`src/rtl/if_id_queue_pkg.sv`:
```
// Shared widths and the fetch-entry record for the IF/ID instruction queue.
package if_id_queue_pkg;

    localparam int INST_W_DEF = 32;
    localparam int ADDR_W_DEF = 32;
    localparam int DEPTH_DEF  = 4;

    typedef struct packed {
        logic [INST_W_DEF-1:0] inst;
        logic [ADDR_W_DEF-1:0] pc;
    } fetch_entry_t;

endpackage

```
`src/rtl/if_id_queue_mem.sv`:
```
// Entry storage for the IF/ID queue: one write port, one asynchronous read port, no reset.
module if_id_queue_mem #(
    parameter int DEPTH  = 4,
    parameter int WIDTH  = 64,
    parameter int PTR_W  = $clog2(DEPTH)
) (
    input  logic             clk,
    input  logic             we,
    input  logic [PTR_W-1:0] waddr,
    input  logic [WIDTH-1:0] wdata,
    input  logic [PTR_W-1:0] raddr,
    output logic [WIDTH-1:0] rdata
);

    logic [WIDTH-1:0] mem [DEPTH];

    always_ff @(posedge clk) begin
        if (we) begin
            mem[waddr] <= wdata;
        end
    end

    assign rdata = mem[raddr];

endmodule

```
`src/rtl/if_id_queue.sv`:
```
// Fetch-to-decode instruction queue with valid/ready on both sides and single-cycle flush.
// Define IF_ID_QUEUE_BYPASS_EN for zero-latency pass-through when the queue is empty.
module if_id_queue
    import if_id_queue_pkg::*;
#(
    parameter int INST_WIDTH = INST_W_DEF,
    parameter int ADDR_WIDTH = ADDR_W_DEF,
    parameter int DEPTH      = DEPTH_DEF,
    parameter int CNT_WIDTH  = $clog2(DEPTH + 1)
) (
    input  logic                  clk,
    input  logic                  rst,
    input  logic                  flush,
    input  logic                  in_valid,
    output logic                  in_ready,
    input  logic [INST_WIDTH-1:0] in_inst,
    input  logic [ADDR_WIDTH-1:0] in_pc,
    output logic                  out_valid,
    input  logic                  out_ready,
    output logic [INST_WIDTH-1:0] out_inst,
    output logic [ADDR_WIDTH-1:0] out_pc,
    output logic [CNT_WIDTH-1:0]  count
);

    localparam int PTR_W = $clog2(DEPTH);
    localparam int ENT_W = INST_WIDTH + ADDR_WIDTH;

    typedef struct packed {
        logic [INST_WIDTH-1:0] inst;
        logic [ADDR_WIDTH-1:0] pc;
    } entry_t;

    logic [PTR_W-1:0]     wr_ptr;
    logic [PTR_W-1:0]     rd_ptr;
    logic [CNT_WIDTH-1:0] cnt_q;
    entry_t               wr_entry;
    entry_t               rd_entry;
    logic                 stored_valid;
    logic                 push;
    logic                 pop;
    logic                 wr_en;
    logic                 rd_en;

    assign in_ready     = (cnt_q != CNT_WIDTH'(DEPTH));
    assign stored_valid = (cnt_q != '0);
    assign count        = cnt_q;
    assign wr_entry     = '{inst: in_inst, pc: in_pc};

    if_id_queue_mem #(
        .DEPTH (DEPTH),
        .WIDTH (ENT_W),
        .PTR_W (PTR_W)
    ) u_mem (
        .clk   (clk),
        .we    (wr_en),
        .waddr (wr_ptr),
        .wdata (wr_entry),
        .raddr (rd_ptr),
        .rdata (rd_entry)
    );

`ifdef IF_ID_QUEUE_BYPASS_EN
    logic bypass;

    always_comb begin
        bypass    = !stored_valid && in_valid && !flush;
        out_valid = stored_valid || bypass;
        out_inst  = '0;
        out_pc    = '0;
        if (stored_valid) begin
            out_inst = rd_entry.inst;
            out_pc   = rd_entry.pc;
        end else if (bypass) begin
            out_inst = in_inst;
            out_pc   = in_pc;
        end
    end

    // A bypassed entry the decoder takes immediately never touches storage.
    always_comb begin
        push  = in_valid && in_ready && !flush;
        pop   = stored_valid && out_ready && !flush;
        wr_en = push && !(bypass && out_ready);
        rd_en = pop;
    end
`else
    always_comb begin
        out_valid = stored_valid;
        out_inst  = stored_valid ? rd_entry.inst : '0;
        out_pc    = stored_valid ? rd_entry.pc   : '0;
    end

    always_comb begin
        push  = in_valid && in_ready && !flush;
        pop   = stored_valid && out_ready && !flush;
        wr_en = push;
        rd_en = pop;
    end
`endif

    // Pointers wrap naturally because DEPTH is a power of two.
    always_ff @(posedge clk) begin
        if (rst || flush) begin
            wr_ptr <= '0;
            rd_ptr <= '0;
            cnt_q  <= '0;
        end else begin
            if (wr_en) begin
                wr_ptr <= wr_ptr + PTR_W'(1);
            end
            if (rd_en) begin
                rd_ptr <= rd_ptr + PTR_W'(1);
            end
            case ({wr_en, rd_en})
                2'b10:   cnt_q <= cnt_q + CNT_WIDTH'(1);
                2'b01:   cnt_q <= cnt_q - CNT_WIDTH'(1);
                default: cnt_q <= cnt_q;
            endcase
        end
    end

`ifndef SYNTHESIS
    always_ff @(posedge clk) begin
        if (!rst) begin
            assert (cnt_q <= CNT_WIDTH'(DEPTH))
                else $error("if_id_queue: occupancy above DEPTH");
            assert (!(wr_en && !in_ready))
                else $error("if_id_queue: write while full");
        end
    end
`endif

endmodule

```
`config.mk`:
```
export PLATFORM = sky130hd
export DESIGN_NAME = if_id_queue
export DESIGN_NICKNAME = d
export VERILOG_FILES = /design/src/rtl/if_id_queue_pkg.sv /design/src/rtl/if_id_queue_mem.sv /design/src/rtl/if_id_queue.sv
export SDC_FILE = /design/constraint.sdc
export NUM_CORES = 1
export LEC_CHECK = 0
export ABC_CLOCK_PERIOD_IN_PS = 4990
export CAP_MARGIN = 25
export CORE_MARGIN = 2
export CORE_UTILIZATION = 50
export DETAILED_ROUTE_END_ITERATION = 8
export PLACE_DENSITY = 0.79
export SLEW_MARGIN = 20
export SYNTH_ARGS = -nofsm -noshare
export SYNTH_HDL_FRONTEND = slang
export SYNTH_SLANG_ARGS = --single-unit
```
`constraint.sdc`:
```
create_clock -name clk -period 4.99 [get_ports clk]
set_input_delay 0.998 -clock clk [delete_from_list [all_inputs] [get_ports clk]]
set_output_delay 0.998 -clock clk [all_outputs]
set_load 0.05 [all_outputs]
```
==> summary.md, run 1 <==
| Metric | Value |
|---|---|
| Vias in the first global route | `5,302` |
| Final count of pins violating max slew | `0` |
| EDFF count, synth | `256` |
| Post-DP HPWL | `10,700 um` |
| Yosys reg bits | `265` |
| Global-route wire length before repair | `29,400 um` |
| Delay-heaviest family, CP | `buffers and inverters` |
| Clk sinks | `265` |
| Layout cells sized above 1 | `18.7%` |
| Area grow syn2layout | `24.7%` |
| Post-cts sizing count | `0` |
| Root Buffer | `clkbuf_16` |
| Post-route ant nets | `0` |
| Fin Setup TNS | `0 ns` |
| Fillers | `1,365` |
| Multi-input logic area | `0.00216 mm2` |
| Synthesized Nets | `535` |
| CTS tree | `built` |
| Cell with the most instances after synthesis | `edfxtp_1` |
| Clk slew on worst S/H paths | `0.06 ns` |
| Worst Path Buf+Inv | `2` |
| CP Capture Type | `output pin` |
| Most frequent cells after synthesis | `edfxtp_1 (256), and2_1 (64), mux4_2 (60), dfxtp_1 (9)` |
| DR iter-0 viols | `257` |
| Final setup vio count | `0` |
| Sequential Area | `0.00788 mm2` |
| Routed vias | `4,820` |
| Hold Path Class | `reg2reg` |
| Die width | `147 um` |
| Drt pass-1 iters | `4` |
| Critical Path RT | `3.99 ns` |
| RSZ-0062 raised after global routing | `false` |
| CTS max path bufs | `3` |
| Worst path slowest cell | `clkdlybuf4s50_1` |
| Slew margin rel. | `35.3%` |
| Fin crit share | `79.9%` |
| Final critical-path required period | `3.99 ns` |
| Top cells by area, synth | `edfxtp_1 (75%), mux4_2 (13%), and2_1 (3.9%), dfxtp_1 (1.8%), buf_12 (1.2%)` |
| Hold Buf Count CTS | `0` |
| Skew final | `0.0221 ns` |
| CTS Buf Count | `27` |
| Max-Cap Viols | `0` |
| Die area | `0.0216 mm2` |
| Worst-Margin Slew | `0.971 ns` |
| Setup Buffers After CTS | `0` |
| WL per Instance | `20.7 um` |
| Outcome | `completed` |
| Sequential share of the synthesized area | `76.9%` |
| Total power draw | `4.68 mW` |
| Gpl congestion | `0.715` |
| Total global-route track usage | `17.5%` |
| # DRC | `0` |
| Maximum clock frequency | `251 MHz` |
| Worst setup SP type | `register` |
| Mapped cell area | `0.0102 mm2` |
| Total wire length | `18,700 um` |
| Max incr delay on CP | `0.69 ns` |
| Initial Util | `50.8%` |
| Gr ovfl total | `0` |
| Share of the synthesized area in the top cell type | `75.1%` |
| Max IR drop VDD | `269 uV` |
| Main synth FF type | `edfxtp_1` |
| Antenna violations before repair | `0` |
| H-tree level count | `1` |
| Routed vias/inst | `5.34` |
| Critical path class | `reg2out` |
| NumNets Final | `686` |
| Row count | `52` |
| Async set-or-reset flop fraction in the synthesized netlist | `0%` |
| Largest net degree at the start of global routing | `65` |
| Worst skew pair latency | `0.53 ns` |
| Die H | `147 um` |
| Leakage | `4.04 nW` |
| Ys Warns | `0` |
| Cell variety after synth | `29` |
| Arrival time at the worst endpoint | `2.99 ns` |
| Synth Area per Inst | `22.3 um2` |
| Mapped Cells | `460` |
| Yosys top cell by area | `edfxtp_1` |
| Worst-path fanout max | `19` |
| Ports | `138` |
| Hold_ws | `0.546 ns` |
| PD cells | `367 mW/mm2` |
| # diodes | `0` |
| Final Hold Fails | `0` |
| Port buffer count | `137` |
| CP cell instances | `buf_4, mux4_2, and2_1, clkdlybuf4s50_1` |
| Placeable Area | `0.0202 mm2` |
-- placed cells by master (no fill, tap or decap), types with 4 or more instances in the layout --
cell	Yosys	layout
dfxtp_1	9	7
clkbuf_16	0	27
edfxtp_1	256	256
clkbuf_1	8	4
ha_1	5	5
clkinv_2	0	7
nor2_1	8	8
xor2_1	4	4
mux4_2	60	60
mux4_1	4	4
and2_1	64	64
inv_1	6	6
clkinv_1	0	6
and3_4	0	4
clkdlybuf4s50_1	0	137
-- final cells by class --
type	count	share of cell area, %
timing repair buffer	145	11.8
clock buffer	31	5.41
tap	270	2.65
sequential	265	61.7
clock inverter	19	1.35
inverter	6	0.176
multi-input combinational	166	16.9
-- power by group --
group / total [mW] / switching, mW / internal [mW]
Sequential: 2.48 / 0.00921 / 2.47
Combinational: 0.260 / 0.141 / 0.119
Clock: 1.94 / 0.793 / 1.15
-- routing by layer --
metal  global-route usage [%]  vias to the layer above  wire, um  part of all wire [%]
met3                     2.86                       33       935                   5.0
met4                     4.62                        0       390                   2.1
met1                     23.3                     2467      7760                    42
met5                        0                        -         0                     0
met2                     30.6                      144      9570                    51
li1                         -                     2176         -                     -
-- per-stage QoR --
stage               instance area (um2)  instances  utilization, %  setup slack (ns)
floorplan                         10200        460               -              1.65
global placement                  11800        847            58.5              1.50
detailed placement                11800        848            58.6              1.47
CTS                               12700        898            62.8             0.910
global route                      12800        902            63.3             0.814
finish                            12800        902            63.3              1.00
-- worst min-delay path: stages (launching register included) --
cell and delay, ns:
dfxtp_1 0.35, xor2_1 0.09, nor2_1 0.07
-- state kept, by name, summed over array words and instances (netlist names), named ones only --
register and flops:
count 3, rd_ptr 2, wr_ptr 2, u_mem.mem 256
-- final timing paths --
check	from	endpoint	slack (ns)	cells past startpoint
setup / recovery	register	out_inst[22]	1.00	4
hold / removal	rd_ptr[0]	register	0.55	2
setup reg to reg	count[2]	count[2]	2.45	9
hold reg to reg	rd_ptr[0]	register	0.55	2
-- cells by family (layout without fill, tap and decap cells) --
| group | after synthesis | count (layout) | synth area share [%] |
|---|---|---|---|
| multiplexers | 64 | 64 | 14.2 |
| flip-flops | 265 | 265 | 76.9 |
| adder cells (fa/ha/maj) | 6 | 6 | 0.807 |
| buffers and inverters | 29 | 201 | 2.25 |
| AND/OR/NAND/NOR | 84 | 84 | 4.97 |
| XOR/XNOR | 4 | 4 | 0.342 |
| AO/OA/AOI/OAI | 8 | 8 | 0.550 |
No activity file was read; power rests on OpenSTA's default activity.
==> inputs of run 2 (changes only) <==
ABC_CLOCK_PERIOD_IN_PS = 3200   (was 4990)
CORE_UTILIZATION = 49   (was 50)
PLACE_DENSITY = 0.8   (was 0.79)
clock period = 3.2 ns   (was 4.99 ns; I/O delays follow)
==> summary.md, run 2 (synthesized netlist as in run 1, its figures left out) <==
| Metric | Value |
|---|---|
| Final count of pins violating max slew | `0 (unchanged)` |
| Hold Buf Count CTS | `0 (unchanged)` |
| CTS tree | `built` |
| Area grow syn2layout | `24.5%` |
| Layout Utilization | `62.6% (-0.72 points)` |
| Critical path class | `reg2out` |
| H-tree level count | `1 (unchanged)` |
| Critical Path RT | `2.56 ns (-1.43 ns)` |
| Hold Path Stages | `2 (unchanged)` |
| Most frequent cells in the layout | `edfxtp_1 (256), clkdlybuf4s50_1 (88), and2_1 (64)` |
| Max IR drop VDD | `397 uV (+47%)` |
| WL per Instance | `20.5 um (-0.88%)` |
| Placeable Area | `0.0204 mm2 (+0.97%)` |
| Ports | `138 (unchanged)` |
| Global-route wire length before repair | `29,000 um (-1.1%)` |
| PD cells | `566 mW/mm2 (+54%)` |
| Layout cells sized above 1 | `27.0% (+8.3 points)` |
| DR iter-0 viols | `226 (-12%)` |
| Skew final | `0.0131 ns (-0.00899 ns)` |
| Final setup vio count | `0 (unchanged)` |
| Post-route ant nets | `0 (unchanged)` |
| Routed vias/inst | `5.34 (about the same)` |
| Outcome | `completed` |
| RSZ-0062 raised after global routing | `false` |
| Hold Path Class | `reg2reg` |
| Gpl congestion | `0.769 (+7.5%)` |
| # DRC | `0 (unchanged)` |
| Commonest non-fill, non-tap cell in the layout | `edfxtp_1` |
| Maximum clock frequency | `325 MHz` |
| Clk sinks | `265 (unchanged)` |
| Die H | `149 um (+0.99%)` |
| Largest net degree at the start of global routing | `42 (-35%)` |
| NumNets Final | `695 (+1.3%)` |
| Port buffer count | `137 (unchanged)` |
| Max reg flops | `256 (unchanged)` |
| Fin Setup TNS | `0 ns (unchanged)` |
| Final Hold Fails | `0 (unchanged)` |
| Slew margin rel. | `58.7% (+23 points)` |
| Die area | `0.0221 mm2 (+2.0%)` |
| Max-Cap Viols | `0 (unchanged)` |
| Worst-path fanout max | `6 (-13)` |
| CTS max path bufs | `3 (unchanged)` |
| Final critical-path required period | `3.08 ns` |
| Arrival time at the worst endpoint | `2.44 ns (-0.55 ns)` |
| Total global-route track usage | `17.3% (-0.27 points)` |
| Die width | `149 um (+0.99%)` |
| Worst-Margin Slew | `0.618 ns (-0.353 ns)` |
| Initial Util | `50.3% (-0.49 points)` |
| Gr ovfl total | `0 (unchanged)` |
| Clk slew on worst S/H paths | `0.06 ns (about the same)` |
| Antenna violations before repair | `2 (+2)` |
| Leakage | `4.18 nW (+3.6%)` |
| Largest Register | `u_mem.mem` |
| Worst setup SP type | `register` |
| Fin crit share | `96.3%` |
| Worst skew pair latency | `0.51 ns (-0.02 ns)` |
| Total wire length | `18,600 um (-0.11%)` |
| Post-DP HPWL | `11,300 um (+5.6%)` |
| Root Buffer | `clkbuf_16` |
| Row count | `52 (unchanged)` |
| Drt pass-1 iters | `4 (unchanged)` |
| Vias in the first global route | `5,304 (+0.038%)` |
| Routed vias | `4,856 (+0.75%)` |
| CP Capture Type | `output pin` |
| CTS Buf Count | `27 (unchanged)` |
| Reg2reg path depth | `9 (unchanged)` |
## run 2: layout make-up
cell class	instances	area, um2
sequential	265	7880
fill	1373	7620
multi-input combinational	166	2160
timing repair buffer	154	1500
clock buffer	37	773
tap	270	338
clock inverter	10	75.1
inverter	6	22.5
antenna	1	2.50
## run 2: final timing paths
| kind | startpoint | end | slack, ns |
|---|---|---|---|
| hold reg to reg | rd_ptr[1] | rd_ptr[1] | 0.55 |
| setup / recovery | register | out_inst[10] | 0.12 |
| hold / removal | rd_ptr[1] | rd_ptr[1] | 0.55 |
| setup reg to reg | count[2] | count[2] | 0.72 |
## run 2: report_power, final
part,switching [mW],leakage (nW),internal [mW]
registers,0.0130,2.40,3.85
clock network,1.19,0.415,1.76
logic,0.220,1.36,0.179
total,1.42,4.18,5.79
## run 2: layer usage
| layer | wire length (um) | track usage [%] | vias up |
|---|---|---|---|
| met5 | 13 | 0 | - |
| met4 | 354 | 4.33 | 2 |
| met3 | 1200 | 4.33 | 31 |
| met2 | 9220 | 28.5 | 138 |
| met1 | 7850 | 23.5 | 2490 |
| li1 | - | - | 2195 |
## run 2: worst max-delay path: stages, from the launching register on
cell	delay, ns
dfxtp_4	0.40
buf_4	0.16
mux4_2	0.49
and2_1	0.17
clkdlybuf4s50_1	0.70
## run 2: repair_timing
action,CTS,global route
endpoints found under the setup margin,18,36
buffers inserted,5,0
resized for setup,3,1
pin swaps,0,0
## run 2: metrics by stage
stage | area [um2] | hold slack, ns | std cells | worst slack, ns | total power, mW
floorplan | 10200 | 0.485 | 460 | 0.110 | 4.15
global placement | 11800 | 0.501 | 856 | 0.436 | 4.32
detailed placement | 11800 | 0.521 | 856 | 0.303 | 4.34
CTS | 12700 | 0.541 | 908 | 0.0412 | 7.29
global route | 12700 | 0.585 | 908 | 0.0338 | 7.44
finish | 12700 | 0.547 | 909 | 0.118 | 7.21
